**config.mk**
```make
export PLATFORM = sky130hd
export DESIGN_NAME = ifu_fetch
export DESIGN_NICKNAME = d
export VERILOG_FILES = /design/src/rtl/ifu_fetch_pkg.sv /design/src/rtl/if_id_reg.sv /design/src/rtl/ifu_fetch.sv
export SDC_FILE = /design/constraint.sdc
export NUM_CORES = 1
export LEC_CHECK = 0
export CAP_MARGIN = 0
export CELL_PAD_IN_SITES_DETAIL_PLACEMENT = 2
export CELL_PAD_IN_SITES_GLOBAL_PLACEMENT = 2
export CORE_AREA = 2 2 180 147
export DETAILED_ROUTE_END_ITERATION = 16
export DIE_AREA = 0 0 182 149
export PLACE_DENSITY = 0.87
export SYNTH_ARGS = -nofsm -noshare
export SYNTH_HDL_FRONTEND = slang
export SYNTH_SLANG_ARGS = --single-unit
```
**constraint.sdc**
```tcl
create_clock -name clk_i -period 6.7 [get_ports clk_i]
set_clock_uncertainty 0.1 [all_clocks]
set_input_delay 1.005 -clock clk_i [delete_from_list [all_inputs] [get_ports clk_i]]
set_output_delay 1.005 -clock clk_i [all_outputs]
set_load 0.02 [all_outputs]
```
**src/rtl/ifu_fetch_pkg.sv**
```systemverilog
// Shared fetch-stage constants: reset PC, bubble encoding and the fetch FSM states.
package ifu_fetch_pkg;

  localparam logic [31:0] DefResetPc  = 32'h0000_3000;
  localparam logic [31:0] DefNopInstr = 32'h0000_0000;

  typedef enum logic {
    StReq = 1'b0,
    StBuf = 1'b1
  } fetch_state_e;

  // Fetch addresses are word aligned; the low two bits of any incoming target are dropped.
  function automatic logic [31:0] align_pc(input logic [31:0] addr);
    return addr & 32'hFFFF_FFFC;
  endfunction

endpackage

```
**src/rtl/if_id_reg.sv**
```systemverilog
// IF/ID pipeline register: bubble beats load, load beats hold.
module if_id_reg
  import ifu_fetch_pkg::*;
#(
  parameter logic [31:0] NOP_INSTR = DefNopInstr
) (
  input  logic        clk_i,
  input  logic        rst_i,
  input  logic        load_i,
  input  logic        bubble_i,
  input  logic [31:0] instr_i,
  input  logic [31:0] pc_i,
  input  logic [31:0] pc_4_i,
  output logic [31:0] instr_o,
  output logic [31:0] pc_o,
  output logic [31:0] pc_4_o,
  output logic        valid_o
);

  logic [31:0] instr_d, instr_q;
  logic [31:0] pc_d, pc_q;
  logic [31:0] pc_4_d, pc_4_q;
  logic        valid_d, valid_q;

  // A bubble keeps id_pc/id_pc_4 so only the instruction and valid bit change.
  always_comb begin
    instr_d = instr_q;
    pc_d    = pc_q;
    pc_4_d  = pc_4_q;
    valid_d = valid_q;
    if (bubble_i) begin
      instr_d = NOP_INSTR;
      valid_d = 1'b0;
    end else if (load_i) begin
      instr_d = instr_i;
      pc_d    = pc_i;
      pc_4_d  = pc_4_i;
      valid_d = 1'b1;
    end
  end

  always_ff @(posedge clk_i or posedge rst_i) begin
    if (rst_i) begin
      instr_q <= NOP_INSTR;
      pc_q    <= 32'h0;
      pc_4_q  <= 32'h0;
      valid_q <= 1'b0;
    end else begin
      instr_q <= instr_d;
      pc_q    <= pc_d;
      pc_4_q  <= pc_4_d;
      valid_q <= valid_d;
    end
  end

  assign instr_o = instr_q;
  assign pc_o    = pc_q;
  assign pc_4_o  = pc_4_q;
  assign valid_o = valid_q;

endmodule

```
**src/rtl/ifu_fetch.sv**
```systemverilog
// Instruction-fetch stage: PC register, imem request FSM, one-entry return buffer
// and control of the IF/ID register.
module ifu_fetch
  import ifu_fetch_pkg::*;
#(
  parameter logic [31:0] RESET_PC  = DefResetPc,
  parameter logic [31:0] NOP_INSTR = DefNopInstr
) (
  input  logic        clk_i,
  input  logic        rst_i,
  input  logic [31:0] next_pc_i,
  input  logic        stall_i,
  input  logic        flush_i,
  output logic [31:0] pc_o,
  output logic        imem_req_o,
  output logic [31:0] imem_addr_o,
  input  logic        imem_rvalid_i,
  input  logic [31:0] imem_rdata_i,
  output logic [31:0] id_instr_o,
  output logic [31:0] id_pc_o,
  output logic [31:0] id_pc_4_o,
  output logic        id_valid_o
);

  fetch_state_e state_d, state_q;
  logic [31:0]  pc_d, pc_q;
  logic [31:0]  buf_d, buf_q;
  logic         advance;
  logic         id_bubble;
  logic [31:0]  id_instr_in;

  always_comb begin
    state_d     = state_q;
    buf_d       = buf_q;
    advance     = 1'b0;
    id_bubble   = flush_i;
    id_instr_in = imem_rdata_i;
    unique case (state_q)
      StReq: begin
        if (imem_rvalid_i && !stall_i) begin
          advance = 1'b1;
        end else if (imem_rvalid_i && stall_i) begin
          buf_d   = imem_rdata_i;
          state_d = StBuf;
        end else if (!stall_i) begin
          id_bubble = 1'b1;
        end
      end
      StBuf: begin
        id_instr_in = buf_q;
        if (!stall_i) begin
          advance = 1'b1;
          state_d = StReq;
        end
      end
      default: state_d = StReq;
    endcase
    pc_d = advance ? align_pc(next_pc_i) : pc_q;
  end

  always_ff @(posedge clk_i or posedge rst_i) begin
    if (rst_i) begin
      state_q <= StReq;
      pc_q    <= RESET_PC;
      buf_q   <= NOP_INSTR;
    end else begin
      state_q <= state_d;
      pc_q    <= pc_d;
      buf_q   <= buf_d;
    end
  end

  // Flush reaches IF/ID through the bubble input, which outranks load and hold.
  if_id_reg #(
    .NOP_INSTR (NOP_INSTR)
  ) u_if_id_reg (
    .clk_i    (clk_i),
    .rst_i    (rst_i),
    .load_i   (advance),
    .bubble_i (id_bubble),
    .instr_i  (id_instr_in),
    .pc_i     (pc_q),
    .pc_4_i   (pc_q + 32'd4),
    .instr_o  (id_instr_o),
    .pc_o     (id_pc_o),
    .pc_4_o   (id_pc_4_o),
    .valid_o  (id_valid_o)
  );

  assign pc_o        = pc_q;
  assign imem_req_o  = (state_q == StReq);
  assign imem_addr_o = pc_q;

endmodule

```
==> parameters.txt <==
Parameter                              Value

Run status
  Result of the run    finished, final reports clean

STA
  Relative slew margins    0.279
  Slew at the pin closest to its max-slew limit    1.08 ns
  Final period demand of the worst path    3.40 ns
  Final worst hold slack    0.376 ns
  Setup TNS after final layout    0 ns
  Count of endpoints failing hold in the final timing report    0
  Min setup slack post-route    3.30 ns
  Unrepaired setup endpoints after global routing    no
  Achievable clock frequency    294 MHz
  Total of endpoints with negative setup slack in the final report    0
  Final count of pins violating max slew    0
  Part of the cycle the worst path needs    0.508

Synth
  Post-synthesis cell count    640
  Primary flip-flop cell chosen by synthesis mapping    sky130_fd_sc_hd__dfrtp_1
  Area contributors post-synth    sky130_fd_sc_hd__dfrtp_1 (55%), sky130_fd_sc_hd__mux2_2 (10%), sky130_fd_sc_hd__nand2_1 (7.7%), sky130_fd_sc_hd__mux2i_1 (4.6%), sky130_fd_sc_hd__buf_4 (4.1%)
  Synthesized flop and latch total    156
  Area share of the largest cell type after synthesis    0.551
  Number of warning messages in the yosys log    0
  Sequential area share after synthesis    0.558
  Synthesized cell area    0.00700 mm2
  FFs w/ async S/R, synth    1.00
  Biggest area consumer among synthesized cells    sky130_fd_sc_hd__dfrtp_1
  Post-synthesis area per instance    10.9 um2
  Count of distinct cell types in the synthesized netlist    43
  Number of synthesized flops with an enable pin    0

Power
  Sequential fraction of design power    0.404
  Pwr per Cell Area    314 mW/mm2
  Proportion of power drawn by the clock network    0.328
  Largest vdd supply drop    0.163 mV
  Final Total Pwr    0.00309 W
  Static leakage    4.13 nW
  Int Pwr    0.00208 W
  Combinational share of power    0.269
  P_sw    0.00102 W
  Sw Share    0.328

Worst setup path
  Max FO, Critical Path    35
  Critical Path AT    2.30 ns
  Critical path launch point type    flop
  Required time worst endpoint    5.59 ns
  Crit. End Element    output pin
  Classification of the worst setup path    flop to output pin

Detailed routing
  Detailed-route DRC error count    0
  Number of DRC violations after detailed-routing iteration 0    123
  Via-to-Cell Ratio    4.71
  First-pass iteration count of the detailed router    4
  Final routed wire length divided by cell count    19.5 um
  Detailed-route wire length    22.6 mm
  Antenna-violating nets left    0
  Routed vias    5465

Cells and area
  Final-stage net count    887
  Most common library cell in the layout ignoring fill and taps    sky130_fd_sc_hd__clkdlybuf4s50_1
  Core Util, Final    0.385
  Area growth syn-to-layout    40.9%
  Antenna diode count    0
  Fraction of layout cells with a size suffix above 1    0.143
  Most used cells in the layout excluding fill and tap cells    sky130_fd_sc_hd__clkdlybuf4s50_1 (220), sky130_fd_sc_hd__dfrtp_1 (153), sky130_fd_sc_hd__nand2_1 (144)

Min path
  Hold crit path type    flop to flop

Clock tree
  TritonCTS buffer count    17
  Clock-pin slew on the worst setup and hold paths    0.07 ns
  Number of hold-repair buffers added at the cts stage    0
  Clock tree from TritonCTS    done
  Post-CTS setup buffer count    0
  Worst-skew pair later-pin latency    0.43 ns
  Count of instances resized after the clock tree is built    0
  Number of buffers on the longest clock path    2
  Root buffer cell    sky130_fd_sc_hd__clkbuf_16
  Max H-tree Level    4
  Clock sink count    156

Global routing
  Vias in the first global route    6163
  First-pass GRT wire length    35.2 mm
  Sum of overflow across all layers after global routing    0
  Largest net degree at the start of global routing    97
  All-Layer GR Usage    0.168
  Initial antenna violation count    0

Placed design
  DP Worst Slack    2.86 ns
  GP Congestion    0.684
  Number of buffers inserted by port buffering    220
  Sum of net half-perimeters after detailed placement    15.8 mm

Job
  Max Cap Violations    0

Die
  Count of pins on the block boundary    231
  Starting utilization of the core area    0.273
  Floorplan die height    149 um
  Die X    182 um
  Number of standard-cell rows in the floorplan    53
  Core area    0.0256 mm2
  Die outline area    0.0271 mm2
## cell families (layout without fill, tap and decap cells)
family,count (synthesis),count (layout),share of synthesized area
AND/OR/NAND/NOR,216,216,0.146
flip-flops,156,156,0.558
multiplexers,94,94,0.146
AO/OA/AOI/OAI,81,81,0.0655
buffers and inverters,78,261,0.0662
XOR/XNOR,13,13,0.0163
adder cells (fa/ha/maj),1,1,0.00179
other,1,8,0.000536
## through the flow
stage,instance area [um2],std cells
global placement,9260,1128
detailed placement,9260,1128
finish,9860,1160
floorplan,7020,647
global route,9860,1160
CTS,9860,1160
## state kept, by name (all words and copies together) (netlist names)
signal	count
buf_q	32
imem_addr_o	30
state_q	1
u_if_id_reg.instr_o	32
u_if_id_reg.pc_4_o	30
u_if_id_reg.pc_o	30
u_if_id_reg.valid_o	1
## final timing paths
path	start	end	slack (ns)	cells past startpoint
worst max-delay path	state_q	imem_req_o	3.30	2
worst min-delay path	u_if_id_reg.pc_o[16]	u_if_id_reg.pc_o[16]	0.38	2
worst max register to register	state_q	u_if_id_reg.instr_o[22]	3.63	4
worst min register to register	u_if_id_reg.pc_o[16]	u_if_id_reg.pc_o[16]	0.38	2
max in group asynchronous	rst_i	u_if_id_reg.instr_o[28]	3.99	3
min in group asynchronous	rst_i	u_if_id_reg.instr_o[20]	1.03	2
## layer usage
layer / vias to the layer above / global-route usage / share of wire
met2: 133 / 0.282 / 0.49
met4: 0 / 0.0673 / 0.030
met1: 2811 / 0.212 / 0.44
li1: 2491 / - / -
met5: - / 0 / 0
met3: 30 / 0.0381 / 0.040
## power groups by stage
stage	logic (W)	clock network, W	registers (W)
finish	0.000831	0.00101	0.00125
CTS	0.000846	0.00105	0.00125
floorplan	0.000317	0	0.00136
detailed placement	0.000842	0	0.00127
global placement	0.000816	0	0.00125
global route	0.000888	0.00108	0.00128
## cell usage after synthesis, types with 2 or more instances
master,n
sky130_fd_sc_hd__buf_1,3
sky130_fd_sc_hd__nor2_1,16
sky130_fd_sc_hd__mux2_2,62
sky130_fd_sc_hd__and3_1,3
sky130_fd_sc_hd__mux2i_1,32
sky130_fd_sc_hd__clkbuf_1,15
sky130_fd_sc_hd__nand3_1,11
sky130_fd_sc_hd__o31ai_1,8
sky130_fd_sc_hd__nand2_1,144
sky130_fd_sc_hd__dfstp_2,2
sky130_fd_sc_hd__and4_1,2
sky130_fd_sc_hd__or3_1,3
sky130_fd_sc_hd__and4_2,2
sky130_fd_sc_hd__inv_1,5
sky130_fd_sc_hd__a31oi_1,14
sky130_fd_sc_hd__buf_2,16
sky130_fd_sc_hd__nor3_1,2
sky130_fd_sc_hd__nand4_1,10
sky130_fd_sc_hd__dfrtp_1,154
sky130_fd_sc_hd__nand4_4,3
sky130_fd_sc_hd__buf_4,38
sky130_fd_sc_hd__and3_2,2
sky130_fd_sc_hd__xor2_1,7
sky130_fd_sc_hd__or4_1,8
sky130_fd_sc_hd__xnor2_1,6
sky130_fd_sc_hd__o21ai_0,54
sky130_fd_sc_hd__or3_2,2
## final cells by class
cell class / count / area, um2
Sequential cell: 156 / 3910
Timing Repair Buffer: 224 / 2230
Clock inverter: 13 / 151
Inverter: 5 / 23.8
Fill cell: 2735 / 15700
Clock buffer: 19 / 453
Multi-Input combinational cell: 413 / 2680
Tap cell: 330 / 413
## worst max-delay path, cell delays in order (launching register included)
cell                              delay (ns)
sky130_fd_sc_hd__dfrtp_2                1.08
sky130_fd_sc_hd__inv_1                  0.17
sky130_fd_sc_hd__clkdlybuf4s50_1        0.62
(Power assumes the default switching activity.)
